==> config.mk <==
export PLATFORM = sky130hd
export DESIGN_NAME = d1s_sweep_ctrl
export DESIGN_NICKNAME = d
export VERILOG_FILES = /design/src/rtl/d1s_sweep_ctrl.sv
export SDC_FILE = /design/constraint.sdc
export NUM_CORES = 1
export LEC_CHECK = 0
export ABC_AREA = 0
export BUFFER_PORTS_ARGS = -buffer_cell sky130_fd_sc_hd__buf_2
export CAP_MARGIN = 30
export CORE_MARGIN = 1
export CORE_UTILIZATION = 40
export DETAILED_ROUTE_END_ITERATION = 7
export GPL_TIMING_DRIVEN = 0
export PLACE_DENSITY = 0.68
export SETUP_SLACK_MARGIN = 0.2
export SYNTH_ARGS = -nofsm -noshare
export SYNTH_HDL_FRONTEND = slang
export SYNTH_SLANG_ARGS = --single-unit
==> constraint.sdc <==
create_clock -name clk -period 3.33 [get_ports clk]
set_clock_uncertainty 0.1 [all_clocks]
set_input_delay 0.4995 -clock clk [delete_from_list [all_inputs] [get_ports clk]]
set_output_delay 0.4995 -clock clk [all_outputs]
set_load 0.03 [all_outputs]
==> src/rtl/d1s_sweep_ctrl.sv <==
// Sweep sequencer that exercises every input vector of the d1s4439 pattern
// detector and checks its output, reporting mismatch count, first failure and verdict.
module d1s_sweep_ctrl #(
   parameter int               WIDTH  = 3,
   parameter logic [WIDTH-1:0] MATCH  = 3'b110,
   parameter int               SETTLE = 2
) (
   input  logic             clk,
   input  logic             rst,
   input  logic             start,
   input  logic             abort,
   output logic [WIDTH-1:0] pattern,
   input  logic             dut_d,
   output logic             busy,
   output logic             done,
   output logic             pass,
   output logic [WIDTH:0]   err_count,
   output logic [WIDTH-1:0] first_fail,
   output logic             fail_valid
);

   localparam int               CW       = (SETTLE > 1) ? $clog2(SETTLE) : 1;
   localparam logic [CW-1:0]    CNT_LAST = CW'(SETTLE - 1);
   localparam logic [WIDTH-1:0] PAT_LAST = '1;

   typedef enum logic [1:0] {
      S_IDLE,
      S_SETTLE,
      S_SAMPLE,
      S_DONE
   } state_t;

   state_t           state_q;
   logic [CW-1:0]    cnt_q;
   logic [WIDTH-1:0] pattern_q;
   logic             busy_q;
   logic             done_q;
   logic             pass_q;
   logic [WIDTH:0]   err_count_q;
   logic [WIDTH-1:0] first_fail_q;
   logic             fail_valid_q;

   logic             mismatch;
   logic [WIDTH:0]   err_count_d;

   // The verdict is taken on the edge entering DONE, so it must include the last vector's result.
   always_comb begin
      mismatch    = (dut_d != (pattern_q == MATCH));
      err_count_d = err_count_q + {{WIDTH{1'b0}}, mismatch};
   end

   always_ff @(posedge clk) begin
      if (rst) begin
         state_q      <= S_IDLE;
         cnt_q        <= '0;
         pattern_q    <= '0;
         busy_q       <= 1'b0;
         done_q       <= 1'b0;
         pass_q       <= 1'b0;
         err_count_q  <= '0;
         first_fail_q <= '0;
         fail_valid_q <= 1'b0;
      end else begin
         done_q <= 1'b0;
         case (state_q)
            S_IDLE: begin
               if (start) begin
                  state_q      <= S_SETTLE;
                  busy_q       <= 1'b1;
                  cnt_q        <= '0;
                  pattern_q    <= '0;
                  pass_q       <= 1'b0;
                  err_count_q  <= '0;
                  first_fail_q <= '0;
                  fail_valid_q <= 1'b0;
               end
            end
            S_SETTLE: begin
               if (abort) begin
                  state_q   <= S_IDLE;
                  busy_q    <= 1'b0;
                  pattern_q <= '0;
               end else begin
                  cnt_q <= cnt_q + 1'b1;
                  if (cnt_q == CNT_LAST) begin
                     state_q <= S_SAMPLE;
                  end
               end
            end
            S_SAMPLE: begin
               if (abort) begin
                  state_q   <= S_IDLE;
                  busy_q    <= 1'b0;
                  pattern_q <= '0;
               end else begin
                  err_count_q <= err_count_d;
                  if (mismatch && !fail_valid_q) begin
                     first_fail_q <= pattern_q;
                     fail_valid_q <= 1'b1;
                  end
                  if (pattern_q == PAT_LAST) begin
                     state_q <= S_DONE;
                     busy_q  <= 1'b0;
                     done_q  <= 1'b1;
                     pass_q  <= (err_count_d == '0);
                  end else begin
                     state_q   <= S_SETTLE;
                     cnt_q     <= '0;
                     pattern_q <= pattern_q + 1'b1;
                  end
               end
            end
            S_DONE: begin
               state_q   <= S_IDLE;
               pattern_q <= '0;
            end
            default: begin
               state_q <= S_IDLE;
               busy_q  <= 1'b0;
            end
         endcase
      end
   end

   assign pattern    = pattern_q;
   assign busy       = busy_q;
   assign done       = done_q;
   assign pass       = pass_q;
   assign err_count  = err_count_q;
   assign first_fail = first_fail_q;
   assign fail_valid = fail_valid_q;

endmodule

Word level (Yosys, flattened, before mapping). Cells that the tools add are included.

Register bits: 17. Input port bits: 5. Output and inout port bits: 14. Word-level logic and storage cells: 77.

$add $sub $neg: 3. Equal/unequal tests: 16. Mux-type cells: 34. Bitwise operators: 1. Reductions and logical operators: 14.

Operator list (count): $mux 3 (6); $ne 2x2->1 const B (7); $mux 1 (13); $pmux 3 s4 (1); $reduce_and 4->1 (3); $mux 2 (5); $ne 3x3->1 const B (3); $mux 4 (2); $pmux 2 s4 (1); $pmux 4 s2 (1); $eq 3x3->1 const B (2); $pmux 1 s3 (2); $pmux 3 s2 (1); $reduce_and 3->1 (2); $reduce_and 5->1 (1); $add 4x1->4 (1); $eq 2x2->1 const B (2); $logic_not 4->1 (1); $pmux 1 s2 (2); $add 3x1->3 const B (1); $reduce_bool 3->1 (1); $reduce_or 3->1 (1); $eq 2x1->1 const B (1); $logic_not 2->1 (1); other kinds (7) (7).

Logic depth before layout (Yosys ltp). Gate-level depths: netlist of the first run.

Depth in word-level cells: 7. Mapped depth: 9. Depth with buffers taken out: 9.

Least setup slack after synthesis of the first run. OpenSTA, ideal clock, no wires.

Path type: register to register. From: reg pattern_q[0] (netlist: pattern[0]). To: reg pass_q (netlist: pass). Setup time: 0.074 ns. Arrival time: 1.863 ns. Data required time: 3.156 ns. Slack: 1.292 ns. Cell stages (with the launch flop): 10. Buffers on the path: 0. Period minus slack after synthesis: 2.038 ns. Cells stage by stage: dfxtp_1 -> inv_1 -> ha_1 -> nand2_1 -> xnor2_1 -> ha_1 -> ha_1 -> nor4_1 -> nand4_1 -> o21ai_0.

Longest elaborated chain between the ends: 7. Elaborated cells on any way between the ends: 10. Classes of those cells: add/sub (1); eq/ne (4); mux (3); reduce/logical (2).

RTL lines: from (decl) (line 35) `logic [WIDTH-1:0] pattern_q;`; from (signal assigned) (line 109) `pattern_q <= pattern_q + 1'b1;`; $eq 3x3->1 (line 48) `mismatch = (dut_d != (pattern_q == MATCH));`; $ne 1x1->1 (line 48); $add 4x1->4 (line 49) `err_count_d = err_count_q + {{WIDTH{1'b0}}, mismatch};`; $logic_not 4->1 (line 105) `pass_q <= (err_count_d == '0);`; $mux 1 (line 101) `if (pattern_q == PAT_LAST) begin`; $mux 1 (line 91) `if (abort) begin`; $pmux 1 s2 (line 65) `case (state_q)`; to (signal assigned) (line 105); to (decl) (line 38) `logic pass_q;`.

Parallel ways exist; a longest one is shown, timed or not. The select of a mux whose other input is x is not followed. A chain may end at the register's enable or synchronous reset.

Worst setup path in the final report of the first run. Same ends and word-level chain as after synthesis.

==> results.yml, run 1 <==
status:
  status: "completed"
critical_path:
  critPathMaxStageDelay_ns: 0.41
  r2r_setup_slack_ns: 1.30
  worst_ep_arrival_time_ns: 2.16
  cp_max_fo: 5
  crit_required_ns: 3.45
  end_kind: "flop"
  r2r_cells: 9
  cp_common_cell: "ha_1"
  critPathKind: "reg -> reg"
  start_kind: "flop"
  path_cells: "inv_1 -> ha_1 -> nand2_1 -> xnor2_1 -> ha_1 -> ha_1 -> nor4_1 -> nand4_1 -> o21ai_0"
  slowest_stage: "dfxtp_1"
placed_design:
  dp_cells: 154
  hpwl_mm: 1.57
  io_buffers: 17
  gp_congestion: 0.754
timing:
  fmax_mhz: 492
  worst_pin_slew_ns: 0.480
  finalCriticalPeriod_ns: 2.03
  fin_setup_tns_ns: 0
  max-slew-margin-rel_pct: 68.0
  drv_slew: 0
  post-route-period-util_pct: 61.0
  setup_violations: 0
  grt_setup_unrepaired: "false"
  hold_viol_final: 0
clock_tree:
  cts_buffers: 3
  cts.sinks: 17
  clock_latency_ns: 0.29
  ctsHtreeMaxLevel: 1
  cts_tree: "yes"
  cts.clk_slew.worst_paths_ns: 0.11
  cts_buffer_depth: 2
  cts_resized: 0
  root_buffer: "clkbuf_4"
  cts_hold_buf: 0
  cts_setup_buffers: 0
final_layout:
  multiInputGateArea_sq_um: 614
  drive_gt1_share_pct: 20.8
  regArea_sq_um: 340
  area.growth.synth_to_final_pct: 14.7
  final.fill_count: 216
  diodes: 0
  nNetsFinal: 145
  finalNonFillerCells: 158
global_routing:
  grt-ovfl-total: 0
  antenna_found_initial: 0
  track_usage_pct: 17.2
  first_global_vias: 767
  grt_pass1_wl_mm: 3.39
  grt_max_degree: 11
die:
  dieWidth_microns: 51.8
  initial_utilization_pct: 43.7
  die_y_microns: 51.8
  dieArea_sq_um: 2690
  rows: 17
  top_level_ports: 19
  core_area_sq_um: 2280
synth:
  synth_ff_type: "dfxtp_1"
  syn_nets: 123
  ys_seq_area_share_pct: 34.3
  async_reset_ff_share_pct: 0
  syn_avg_cell_area_sq_um: 9.11
  synth_cells: 109
  ys_top_cells_by_count: "dfxtp_1 (17), a21oi_1 (10), ha_1 (9)"
  synth_largest_area_cell: "dfxtp_1"
  ys_types: 37
  yosysMostFrequentCell: "dfxtp_1"
  synth_top_cell_area_share_pct: 34.3
  synth-seq-cells: 17
  synth_edf_count: 0
  ys_warn_count: 0
  synth_area_leaders: "dfxtp_1 (34%), ha_1 (11%), a21oi_1 (5.0%)"
  netlist_area_sq_um: 993
min_path:
  whs_path_depth: 2
  hold_path.class: "in -> reg"
drt:
  vias: 859
  drt_iter0_drc: 19
  wl_per_cell_microns: 13.2
  drc: 0
  finalWirelength_mm: 2.08
  firstDrtPassIters: 4
  via_per_inst: 5.44
  postRouteAntennaNets: 0
power:
  ir_drop_uv: 264
  finalPower_mw: 0.437
  p_leak_nw: 0.480
  powerDensity_nw_per_um2: 384
job:
  cap_violations: 0
cell usage in the layout (no fill, tap or decap), types with 4 or more instances in the layout:
master and instances:
ha_1 9, nand4_1 4, nand2_1 7, inv_1 4, dfxtp_1 17, a21oi_1 10
nand2b_1 7, buf_2 18, nor2_1 7, a2bb2oi_1 4, o21ai_0 4
logic make-up (layout without fill, tap and decap cells):
kind of cell	count (synthesis)	after routing	share of synthesized area (%)
and+or+nand+nor	36	36	20.2
DFF	17	17	34.3
muxes	3	3	3.15
AOI/OAI and AO/OA	33	33	24.6
xor gates and xnor gates	3	3	2.65
buffers and inverters	8	29	3.90
adders and majority gates	9	9	11.3
report_power, final:
part | total [mW] | internal (mW) | switching, mW
sequential | 0.219 | 0.212 | 0.00690
clock | 0.114 | 0.0465 | 0.0679
combinational | 0.104 | 0.0397 | 0.0644
through the flow:
| step | setup slack, ns | cell area, sq um | utilization, % | hold slack, ns |
|---|---|---|---|---|
| after floorplan | 1.29 | 993 | - | 0.385 |
| after global placement | 1.33 | 1110 | 48.9 | 0.362 |
| after detailed placement | 1.31 | 1110 | 48.9 | 0.376 |
| after CTS | 1.28 | 1140 | 50.1 | 0.356 |
| after global routing | 1.04 | 1140 | 50.1 | 0.356 |
| final | 1.30 | 1140 | 50.1 | 0.359 |
flip-flops by register name, summed over array words and instances (netlist names), 2 cells and up:
| name | count |
|---|---|
| pattern | 3 |
| state_q | 2 |
| first_fail | 3 |
| err_count | 4 |
worst max-delay path, delay by kind of cell (launching register included):
| family | cells | cell delay (ns) |
|---|---|---|
| adder cells (fa/ha/maj) | 3 | 0.64 |
| AO/OA/AOI/OAI | 1 | 0.08 |
| XOR/XNOR | 1 | 0.15 |
| AND/OR/NAND/NOR | 3 | 0.50 |
| buffers and inverters | 1 | 0.08 |
| flip-flops | 1 | 0.41 |
layer usage:
metal | GRT usage [%] | part of all wire (%) | wire [microns] | vias up
met5 | 0 | 0 | 0 | -
met4 | 8.11 | 1.3 | 26 | 0
met3 | 3.80 | 3.7 | 77 | 2
met2 | 27.1 | 45 | 930 | 17
met1 | 22.2 | 50 | 1050 | 399
li1 | - | - | - | 441
final cells by class:
type | instances | area share, %
buffer | 4 | 2.09
tap | 28 | 3.07
sequential | 17 | 29.9
timing repair buffer | 17 | 7.46
clock buffer | 4 | 2.31
multi-input combinational | 84 | 53.9
inverter | 4 | 1.32
worst paths after layout:
check	start	endpoint
setup / recovery	pattern[0]	pass
hold / removal	start	fail_valid
setup reg to reg	pattern[0]	pass
hold reg to reg	pass	pass
Note: power is estimated with default switching activity, not from simulation.
==> run 2: changes to the inputs <==
Clock period 3.33 ns to 1.97 ns, I/O delays scaled along.
==> run 2 against run 1 <==
Maximum frequency up 12%. Sequential power increased by 68%. Sequential cell count unchanged. Clock power increased by 70%. Register-to-register slack worse by 1.1 ns. Final area grew 17%. Clock-buffer cell count unchanged. Critical endpoint unchanged. First-iteration DRC count is 16% lower. Worst setup slack worse by 1.1 ns. Routed wire length increased by 13%. Die area stayed put. Worst hold slack worse by 0.18 ns.
==> results.yml, run 2 (same netlist as run 1, synthesis figures left out) <==
power:
  p_int_mw: 0.532
  power.share.clock_pct: 24.7
  combinationalPowerShare_pct: 28.6
  switching_share_pct: 32.4
  finalPower_mw: 0.787
  ir_drop_uv: 503
  power_frac_seq_pct: 46.7
  powerDensity_nw_per_um2: 591
  power_switching_mw: 0.255
  p_leak_nw: 0.535
die:
  top_level_ports: 19
  die_y_microns: 51.8
  dieArea_sq_um: 2690
  core_area_sq_um: 2280
  rows: 17
  dieWidth_microns: 51.8
  initial_utilization_pct: 43.7
status:
  status: "completed"
clock_tree:
  cts.sinks: 17
  cts_hold_buf: 0
  cts_buffers: 3
  cts_tree: "yes"
  cts_buffer_depth: 2
  root_buffer: "clkbuf_4"
  cts.clk_slew.worst_paths_ns: 0.10
  ctsHtreeMaxLevel: 1
  clock_latency_ns: 0.30
drt:
  finalWirelength_mm: 2.35
  vias: 900
  postRouteAntennaNets: 0
  wl_per_cell_microns: 14.3
  via_per_inst: 5.49
  drc: 0
  firstDrtPassIters: 4
  drt_iter0_drc: 16
critical_path:
  slowest_stage: "dfxtp_4"
  r2r-start: "pattern[0]"
  cp_max_fo: 5
  critical_path_buf_inv_count: 1
  critPathMaxStageDelay_ns: 0.38
  critPathKind: "reg -> reg"
  crit_family: "adder cells"
  start_kind: "flop"
  r2r_end: "pass"
  crit_required_ns: 2.11
  end_kind: "flop"
  crit_cells: 9
  path_cells: "inv_4 -> ha_4 -> nand2_4 -> xnor2_2 -> ha_2 -> ha_4 -> nor4_4 -> nand4_1 -> o21ai_1"
  worst_ep_arrival_time_ns: 1.95
  r2r_setup_slack_ns: 0.16
  r2r_cells: 9
  cp_common_cell: "ha_4"
final_layout:
  area.growth.synth_to_final_pct: 34.1
  drive_gt1_share_pct: 41.9
  largest_reg_flops: 4
  nNetsFinal: 151
  layout_common_cells: "buf_2 (18), dfxtp_1 (12), a21oi_1 (8)"
  stdcell_area_sq_um: 1330
  final_common_cell: "buf_2"
  diodes: 0
timing:
  max-slew-margin-rel_pct: 64.9
  finalCriticalPeriod_ns: 1.81
  worst_pin_slew_ns: 0.527
  setup_violations: 0
  fmax_mhz: 554
  fin_setup_tns_ns: 0
  drv_slew: 0
  post-route-period-util_pct: 91.7
  hold_viol_final: 0
  grt_setup_unrepaired: "true"
placed_design:
  gp_congestion: 0.797
  io_buffers: 17
  place_area_sq_um: 1170
  hpwl_mm: 1.63
min_path:
  min-delay-start: "start"
  whs_path_depth: 2
  min_to: "fail_valid"
  hold_path.class: "in -> reg"
global_routing:
  track_usage_pct: 18.7
  antenna_found_initial: 0
  grt-ovfl-total: 0
  grt_pass1_wl_mm: 3.66
  grt_max_degree: 11
  first_global_vias: 817
job:
  cap_violations: 0
## run 2: cell types whose count changed in the layout (fill, tap and decap cells not counted), sizes merged
cell  delta
buf      +6
## run 2: per-stage QoR
step,util (%),cells,setup WS (ns),hold WS [ns]
finish,58.5,164,0.164,0.179
global route,58.5,164,0.0836,0.161
CTS,55.1,161,0.164,0.133
detailed placement,51.3,154,0.0647,0.369
global placement,51.3,154,0.0980,0.355
floorplan,-,109,0.187,0.318
## run 2: worst max-delay path by stage
stage	from	end	slack [ns]
final	pattern[0]	pass	0.16
after global routing	pattern[0]	pass	0.08
after CTS	pattern[0]	pass	0.16
after detailed placement	pattern[0]	pass	0.06
after global placement	pattern[0]	pass	0.1
after floorplan	pattern[0]	pass	0.19
## run 2: final cells by class
cell class	instances	area, sq um
multi-input combinational	84	748
clock buffer	4	26.3
sequential	17	352
timing repair buffer	23	130
fill	194	943
inverter	4	17.5
tap	28	35.0
buffer	4	23.8
## run 2: repair_timing
action	4_1_cts	5_1_grt
gates resized for setup	6	14
hold endpoints to repair	0	0
setup buffers	3	3
pin swaps	5	5
setup endpoints to repair	4	15
## run 2: power groups by stage
stage          Clock, mW  Combinational, mW  Sequential (mW)
6_report           0.194              0.225            0.368
5_1_grt            0.218              0.242            0.370
4_1_cts            0.206              0.197            0.367
3_5_place_dp           0              0.176            0.374
3_3_place_gp           0              0.174            0.373
2_1_floorplan          0              0.123            0.386
## run 2: worst register-to-register path, stage by stage, from the launching register on
cell and delay (ns):
dfxtp_4 0.38, inv_4 0.06, ha_4 0.13, nand2_4 0.06, xnor2_2 0.17, ha_2 0.23
ha_4 0.21, nor4_4 0.20, nand4_1 0.12, o21ai_1 0.09
## run 2: routing by layer
metal	up-vias	GRT usage (%)	routed length [microns]
met5	-	0	0
met2	13	34.0	1150
li1	457	-	-
met3	3	6.14	80
met4	0	4.05	13
met1	427	20.8	1110
